## src/rtl/ihex_pkg.sv

```systemverilog
// Shared types and constants for the Intel HEX ROM loader: parser states,
// record types and the ASCII characters the parser treats specially.
package ihex_pkg;

    typedef enum logic [2:0] {
        IDLE,
        COUNT,
        ADDR,
        TYPE,
        DATA,
        EXT,
        SKIP,
        CSUM
    } state_t;

    localparam logic [7:0] REC_DATA = 8'h00;
    localparam logic [7:0] REC_EOF  = 8'h01;
    localparam logic [7:0] REC_ESA  = 8'h02;
    localparam logic [7:0] REC_SSA  = 8'h03;
    localparam logic [7:0] REC_ELA  = 8'h04;
    localparam logic [7:0] REC_SLA  = 8'h05;

    localparam logic [7:0] CHR_COLON = 8'h3A;
    localparam logic [7:0] CHR_CR    = 8'h0D;
    localparam logic [7:0] CHR_LF    = 8'h0A;
    localparam logic [7:0] CHR_SPACE = 8'h20;

endpackage

```

## src/rtl/ihex_rom_loader_hexdigit.sv

```systemverilog
// Combinational ASCII classifier: hex digit to nibble, plus whitespace and
// record-start detection.
module ihex_hexdigit
    import ihex_pkg::*;
(
    input  logic [7:0] ch,
    output logic [3:0] nibble,
    output logic       is_hex,
    output logic       is_ws,
    output logic       is_colon
);

    always_comb begin
        nibble = 4'h0;
        is_hex = 1'b0;
        if (ch >= 8'h30 && ch <= 8'h39) begin
            nibble = ch[3:0];
            is_hex = 1'b1;
        end else if ((ch >= 8'h41 && ch <= 8'h46) || (ch >= 8'h61 && ch <= 8'h66)) begin
            // 'A'/'a' have a low nibble of 1, so +9 lands on 10
            nibble = ch[3:0] + 4'd9;
            is_hex = 1'b1;
        end
    end

    assign is_ws    = (ch == CHR_CR) || (ch == CHR_LF) || (ch == CHR_SPACE);
    assign is_colon = (ch == CHR_COLON);

endmodule

```

## src/rtl/ihex_rom_loader.sv

```systemverilog
// Download-stream to AVR program ROM loader: index 0 passes raw bytes through,
// any other index is parsed as Intel HEX with checksum and range checking.
module ihex_rom_loader
    import ihex_pkg::*;
#(
    parameter int ADDR_W        = 15,
    parameter int MAX_RECORDS_W = 12
) (
    input  logic                     clk_sys,
    input  logic                     reset_n,
    input  logic                     ioctl_download,
    input  logic                     ioctl_wr,
    input  logic [7:0]               ioctl_index,
    input  logic [ADDR_W-1:0]        ioctl_addr,
    input  logic [7:0]               ioctl_dout,
    output logic                     rom_wr,
    output logic [ADDR_W-1:0]        rom_addr,
    output logic [7:0]               rom_data,
    output logic                     busy,
    output logic                     done,
    output logic                     err_csum,
    output logic                     err_syntax,
    output logic                     err_range,
    output logic [MAX_RECORDS_W-1:0] rec_count
);

    state_t state_reg, state_next;

    logic        download_prev_reg;
    logic        hex_mode_reg;
    logic        have_hi_reg;
    logic        idx_reg;
    logic        eof_seen_reg;
    logic [3:0]  hi_nib_reg;
    logic [7:0]  sum_reg;
    logic [7:0]  len_reg;
    logic [7:0]  type_reg;
    logic [7:0]  ext_hi_reg;
    logic [15:0] addr_reg;
    logic [31:0] ext_reg;

    logic [3:0]  nibble;
    logic        is_hex, is_ws, is_colon;
    logic [7:0]  cur_byte;
    logic [7:0]  csum_total;
    logic [31:0] eff_addr;
    logic        in_range;

    logic dl_rise, dl_fall;
    logic hex_wr, bin_wr;
    logic colon_in, bad_char, nib_store, byte_valid;

    logic              rom_wr_next;
    logic [ADDR_W-1:0] rom_addr_next;
    logic [7:0]        rom_data_next;
    logic              set_csum, set_syntax, set_range, rec_inc, eof_set;

    ihex_hexdigit u_hexdigit (
        .ch       (ioctl_dout),
        .nibble   (nibble),
        .is_hex   (is_hex),
        .is_ws    (is_ws),
        .is_colon (is_colon)
    );

    assign dl_rise = ioctl_download & ~download_prev_reg;
    assign dl_fall = ~ioctl_download & download_prev_reg;

    // The mode is latched on the rising edge, so a strobe in that same cycle is dropped
    assign hex_wr = ioctl_wr & ioctl_download & ~dl_rise & hex_mode_reg;
    assign bin_wr = ioctl_wr & ioctl_download & ~dl_rise & ~hex_mode_reg;

    assign colon_in   = hex_wr & is_colon;
    assign bad_char   = hex_wr & ~is_hex & ~is_colon & (~is_ws | have_hi_reg);
    assign nib_store  = hex_wr & is_hex & ~have_hi_reg & (state_reg != IDLE);
    assign byte_valid = hex_wr & is_hex & have_hi_reg & (state_reg != IDLE);

    assign cur_byte   = {hi_nib_reg, nibble};
    assign csum_total = sum_reg + cur_byte;
    assign eff_addr   = ext_reg + {16'h0000, addr_reg};
    assign in_range   = ~|eff_addr[31:ADDR_W];

    always_ff @(posedge clk_sys or negedge reset_n) begin
        if (!reset_n) begin
            state_reg <= IDLE;
        end else begin
            state_reg <= state_next;
        end
    end

    always_comb begin
        state_next = state_reg;
        if (dl_rise || dl_fall) begin
            state_next = IDLE;
        end else if (colon_in) begin
            state_next = COUNT;
        end else if (bad_char) begin
            state_next = IDLE;
        end else if (byte_valid) begin
            case (state_reg)
                COUNT: state_next = ADDR;
                ADDR:  if (idx_reg) state_next = TYPE;
                TYPE: begin
                    case (cur_byte)
                        REC_DATA: begin
                            if (len_reg == 8'd0) state_next = CSUM;
                            else                 state_next = DATA;
                        end
                        REC_EOF:          state_next = CSUM;
                        REC_ESA, REC_ELA: state_next = EXT;
                        REC_SSA, REC_SLA: begin
                            if (len_reg == 8'd0) state_next = CSUM;
                            else                 state_next = SKIP;
                        end
                        default:          state_next = IDLE;
                    endcase
                end
                DATA, SKIP: if (len_reg == 8'd1) state_next = CSUM;
                EXT:        if (idx_reg) state_next = CSUM;
                CSUM:       state_next = IDLE;
                default:    state_next = IDLE;
            endcase
        end
    end

    always_comb begin
        rom_wr_next   = 1'b0;
        rom_addr_next = '0;
        rom_data_next = 8'h00;
        set_csum      = 1'b0;
        set_syntax    = 1'b0;
        set_range     = 1'b0;
        rec_inc       = 1'b0;
        eof_set       = 1'b0;
        if (bin_wr) begin
            rom_wr_next   = 1'b1;
            rom_addr_next = ioctl_addr;
            rom_data_next = ioctl_dout;
        end
        if ((colon_in && state_reg != IDLE) || bad_char) begin
            set_syntax = 1'b1;
        end
        if (byte_valid) begin
            case (state_reg)
                TYPE: begin
                    if (!(cur_byte inside {REC_DATA, REC_EOF, REC_ESA, REC_SSA, REC_ELA, REC_SLA}))
                        set_syntax = 1'b1;
                end
                DATA: begin
                    if (in_range) begin
                        rom_wr_next   = 1'b1;
                        rom_addr_next = eff_addr[ADDR_W-1:0];
                        rom_data_next = cur_byte;
                    end else begin
                        set_range = 1'b1;
                    end
                end
                CSUM: begin
                    if (csum_total != 8'h00)       set_csum = 1'b1;
                    else if (type_reg == REC_DATA) rec_inc  = 1'b1;
                    if (type_reg == REC_EOF)       eof_set  = 1'b1;
                end
                default: ;
            endcase
        end
    end

    always_ff @(posedge clk_sys or negedge reset_n) begin
        if (!reset_n) begin
            download_prev_reg <= 1'b0;
            hex_mode_reg      <= 1'b0;
            have_hi_reg       <= 1'b0;
            idx_reg           <= 1'b0;
            eof_seen_reg      <= 1'b0;
            hi_nib_reg        <= 4'h0;
            sum_reg           <= 8'h00;
            len_reg           <= 8'h00;
            type_reg          <= 8'h00;
            ext_hi_reg        <= 8'h00;
            addr_reg          <= 16'h0000;
            ext_reg           <= 32'h0;
            rom_wr            <= 1'b0;
            rom_addr          <= '0;
            rom_data          <= 8'h00;
            busy              <= 1'b0;
            done              <= 1'b0;
            err_csum          <= 1'b0;
            err_syntax        <= 1'b0;
            err_range         <= 1'b0;
            rec_count         <= '0;
        end else begin
            download_prev_reg <= ioctl_download;
            rom_wr            <= rom_wr_next;
            rom_addr          <= rom_addr_next;
            rom_data          <= rom_data_next;
            if (dl_rise) begin
                hex_mode_reg <= (ioctl_index != 8'd0);
                busy         <= 1'b1;
                done         <= 1'b0;
                err_csum     <= 1'b0;
                err_syntax   <= 1'b0;
                err_range    <= 1'b0;
                rec_count    <= '0;
                eof_seen_reg <= 1'b0;
                have_hi_reg  <= 1'b0;
                ext_reg      <= 32'h0;
            end else if (dl_fall) begin
                busy        <= 1'b0;
                have_hi_reg <= 1'b0;
                done        <= ~(err_csum | err_syntax | err_range) & (~hex_mode_reg | eof_seen_reg);
            end else begin
                if (set_csum)   err_csum   <= 1'b1;
                if (set_syntax) err_syntax <= 1'b1;
                if (set_range)  err_range  <= 1'b1;
                if (eof_set)    eof_seen_reg <= 1'b1;
                if (rec_inc && rec_count != '1) rec_count <= rec_count + 1'b1;

                if (colon_in) begin
                    sum_reg     <= 8'h00;
                    have_hi_reg <= 1'b0;
                    idx_reg     <= 1'b0;
                end else if (bad_char) begin
                    have_hi_reg <= 1'b0;
                end else if (nib_store) begin
                    hi_nib_reg  <= nibble;
                    have_hi_reg <= 1'b1;
                end else if (byte_valid) begin
                    have_hi_reg <= 1'b0;
                    sum_reg     <= csum_total;
                    case (state_reg)
                        COUNT: begin
                            len_reg <= cur_byte;
                            idx_reg <= 1'b0;
                        end
                        ADDR: begin
                            if (!idx_reg) addr_reg[15:8] <= cur_byte;
                            else          addr_reg[7:0]  <= cur_byte;
                            idx_reg <= ~idx_reg;
                        end
                        TYPE: begin
                            type_reg <= cur_byte;
                            idx_reg  <= 1'b0;
                        end
                        DATA: begin
                            addr_reg <= addr_reg + 16'd1;
                            len_reg  <= len_reg - 8'd1;
                        end
                        SKIP: len_reg <= len_reg - 8'd1;
                        EXT: begin
                            if (!idx_reg) begin
                                ext_hi_reg <= cur_byte;
                                idx_reg    <= 1'b1;
                            end else if (type_reg == REC_ELA) begin
                                ext_reg <= {ext_hi_reg, cur_byte, 16'h0000};
                            end else begin
                                ext_reg <= {12'h000, ext_hi_reg, cur_byte, 4'h0};
                            end
                        end
                        default: ;
                    endcase
                end
            end
        end
    end

endmodule

```

## config.mk

```make
export PLATFORM = sky130hd
export DESIGN_NAME = ihex_rom_loader
export DESIGN_NICKNAME = d
export VERILOG_FILES = /design/src/rtl/ihex_pkg.sv /design/src/rtl/ihex_rom_loader_hexdigit.sv /design/src/rtl/ihex_rom_loader.sv
export SDC_FILE = /design/constraint.sdc
export NUM_CORES = 1
export LEC_CHECK = 0
export ABC_AREA = 1
export CAP_MARGIN = 20
export CORE_MARGIN = 3
export CORE_UTILIZATION = 45
export DETAILED_ROUTE_END_ITERATION = 8
export PLACE_DENSITY = 0.63
export SLEW_MARGIN = 20
export SYNTH_ARGS = -nofsm -noshare
export SYNTH_HDL_FRONTEND = slang
export SYNTH_SLANG_ARGS = --single-unit
export TNS_END_PERCENT = 30
```

## constraint.sdc

```tcl
create_clock -name clk_sys -period 5.9 [get_ports clk_sys]
set_input_delay 1.18 -clock clk_sys [delete_from_list [all_inputs] [get_ports clk_sys]]
set_output_delay 1.18 -clock clk_sys [all_outputs]
set_load 0.02 [all_outputs]
```

==> summary.md <==
| Metric | Value |
|---|---|
| Internal power | `roughly 1.6 mW` |
| Fin nets | `approximately 1,400` |
| Width of the chip | `145 µm` |
| Distinct cells, synth | `slightly below 50` |
| Post-CTS Repair Setup Buffers | `0` |
| Vias | `approximately 8,100` |
| Met3 WL post-DR | `1.07 mm` |
| Leakage | `5.21 nW` |
| Post-synthesis cell count | `roughly 1,300` |
| IO Pins | `76` |
| Worst-path clk slew | `~0.060 ns` |
| CTS Hold Bufs | `0` |
| Largest net degree at the start of global routing | `between 90 and 100` |
| Most frequent cells in the layout | `nand2_1, inv_1, dfrtp_1, nor2_1, o21ai_0` |
| Max-Cap Viols | `0` |
| Max Freq | `about 200 MHz` |
| Setup WS post-layout | `about 1.0 ns` |
| Reg-to-reg endpoint | `rom_addr[0]` |
| Synth async-reset ratio | `1.00` |
| Setup violations, final | `0` |
| R2R Setup Slk | `~2.1 ns` |
| Post-synth EDFFs | `0` |
| Sequential share of power | `0.426` |
| Pins Over Slew Limit | `0` |
| RSZ-0062 raised after global routing | `false` |
| Worst-path maximum fanout | `12` |
| Core footprint | `about 19,000 µm²` |
| Min cycle time layout | `roughly 4.9 ns` |
| Part of the cycle the worst path needs | `0.828` |
| Post-synthesis sequential area ratio | `0.369` |
| Drt pass-1 iters | `5` |
| CP startpoint | `ioctl_dout[0]` |
| Mapped Nets | `roughly 1,300` |
| Number of global-route vias before repair | `7,805` |
| PortBufs | `75` |
| WL final | `23.9 mm` |
| Antenna Violating Nets Remaining | `0` |
| Hold Slack | `around 0.48 ns` |
| Wire length on met2 | `between 10 and 15 mm` |
| First-pass GRT wire length | `around 40 mm` |
| Critical path endpoint category | `register` |
| Post-DP Area | `about 9700 µm²` |
| Peak VDD IR | `around 0.20 mV` |
| Worst Hold Class | `register to register` |
| R2r worst-path depth | `16` |
| PD cells | `around 220 nW/µm²` |
| Htree depth | `4` |
| Clock Path Buffers | `2` |
| Worst-Skew Late Latency | `around 0.42 ns` |
| Yosys warning count | `0` |
| Initial core utilization | `0.463` |
| Vias/cell | `around 5.1` |
| Max FFs per register | `28` |
| Status | `completed` |
| Post-CTS resize count | `0` |
| Highest routed layer | `met4` |
| Reg-to-Reg Start | `ext_reg[4]` |
| Share of post-route cells with drive strength above 1 | `0.0634` |
| # rows | `50` |
| DP Worst Slack | `about 0.50 ns` |
| Initial DRC count | `~470` |
| CTS sink count | `around 130` |
| CTS Buf Count | `17` |
| Final Hold Viols | `0` |
| Drt wl/cell | `approximately 15 µm` |
| Worst Tran Pin Value | `between 0.9 and 1 ns` |
| Syn_area_per_cell | `6.96 µm²` |
| Root Driver | `clkbuf_16` |
| Antenna Diode Count | `0` |
| Global Route Usage Sum | `0.230` |
| Max Clock Skew | `~0.0073 ns` |
| Finished Cell Area | `slightly above 10,000 µm²` |
| Worst setup SP type | `input port` |
| Most common cell after layout, fill and taps aside | `nand2_1` |
| Prevailing post-synth register cell | `dfrtp_1` |
| Clock Power Share | `0.454` |
| Final Wtd Congestion | `roughly 0.95` |
| WL met1 | `between 10 and 15 mm` |
| Hpwl dp | `between 15 and 20 mm` |
| Mapped cell area | `8750 µm²` |
| CTS tree | `done` |
| Critical Path RT | `a little over 6 ns` |
| Combinational power share | `0.121` |
| Sw Pwr | `597 µW` |
| Synth Register Bits | `129` |
| Die area | `about 21,000 µm²` |
| TNS Setup | `0 ns` |
| WS Path Type | `input port to register` |
| Initial antenna violation count | `0` |
| Switching share of power | `0.270` |
| Number of remaining DRC errors | `0` |
| Slew margin rel. | `0.335` |
| Total grt overflow | `0` |
| Die height | `145 µm` |
| Area Overhead vs Synth | `17.2%` |
| Critical Path AT | `5.17 ns` |
| CP endpoint | `rec_count[0]` |
-- cells in the mapped netlist, types with 7 or more instances --
master | count | area [µm²]
nand2_1 | 394 | 1480
inv_1 | 182 | 683
dfrtp_1 | 129 | 3230
nor2_1 | 98 | 368
o21ai_0 | 92 | 460
nand3_1 | 91 | 455
nand4_1 | 39 | 244
ha_1 | 29 | 363
nor3_1 | 23 | 115
xor2_1 | 20 | 175
a21oi_1 | 19 | 95.1
xnor2_1 | 16 | 140
o21ai_1 | 14 | 70.1
nand2_2 | 12 | 75.1
buf_2 | 11 | 55.1
clkbuf_1 | 11 | 41.3
nor2_2 | 7 | 43.8
-- how the worst min path moves through the flow --
stage / from / endpoint / slack, ns / depth (start not counted)
6_report: done / done / 0.48 / 2
5_1_grt: done / done / 0.50 / 2
4_1_cts: done / done / 0.49 / 2
3_5_place_dp: done / done / 0.47 / 2
3_3_place_gp: type_reg[7] / type_reg[7] / 0.47 / 2
2_1_floorplan: ext_reg[10] / ext_reg[10] / 0.45 / 2
-- cells by family after synthesis --
logic type | share of synthesized area
compound gates | 0.0955
xor+xnor | 0.0360
fa+ha+maj | 0.0460
buf+inv | 0.102
flops | 0.369
simple gates | 0.351
-- metal layers --
metal  GRT usage  vias to the layer above
met5           0                        -
met4      0.0503                        0
met3      0.0414                       25
met2       0.387                      155
met1       0.311                     3769
li1            -                     4159
-- power groups by stage --
stage	registers, mW	logic [mW]	clock network (mW)
global placement	0.957	0.266	0
CTS	0.941	0.271	1.02
detailed placement	0.957	0.269	0
global route	0.946	0.304	1.06
finish	0.942	0.267	1.00
floorplan	0.954	0.166	0
-- metrics by stage --
step | power [mW] | utilization | cells
finish | 2.21 | 0.543 | 1600
global route | 2.31 | 0.543 | 1600
CTS | 2.23 | 0.543 | 1600
detailed placement | 1.23 | 0.514 | 1570
global placement | 1.22 | 0.514 | 1570
floorplan | 1.12 | - | 1257
-- layout make-up --
type,instances,area (µm²)
sequential,129,3230
inverter,185,696
multi-input combinational,911,4630
clock inverter,9,83.8
fill,1881,8630
tap,260,325
clock buffer,21,470
timing repair buffer,85,827
-- worst max-delay path, cell delays in order --
cell	delay [ns]
clkdlybuf4s50_1	0.61
inv_1	0.13
ha_1	0.21
inv_1	0.05
nor2_1	0.06
nor2_1	0.11
nand2_1	0.10
nand2_2	0.12
nand2_1	0.06
nand2_1	0.08
inv_1	0.09
ha_1	0.22
fa_1	0.40
nand3_1	0.09
nand2_1	0.08
nand2_1	0.06
a21oi_1	0.06
nor2_1	0.11
xor2_1	0.19
nand3_1	0.10
nor2_1	0.27
nand3_1	0.11
buf_4	0.20
nand2_1	0.32
o21ai_0	0.14
Power figures use the tool's default switching activity.
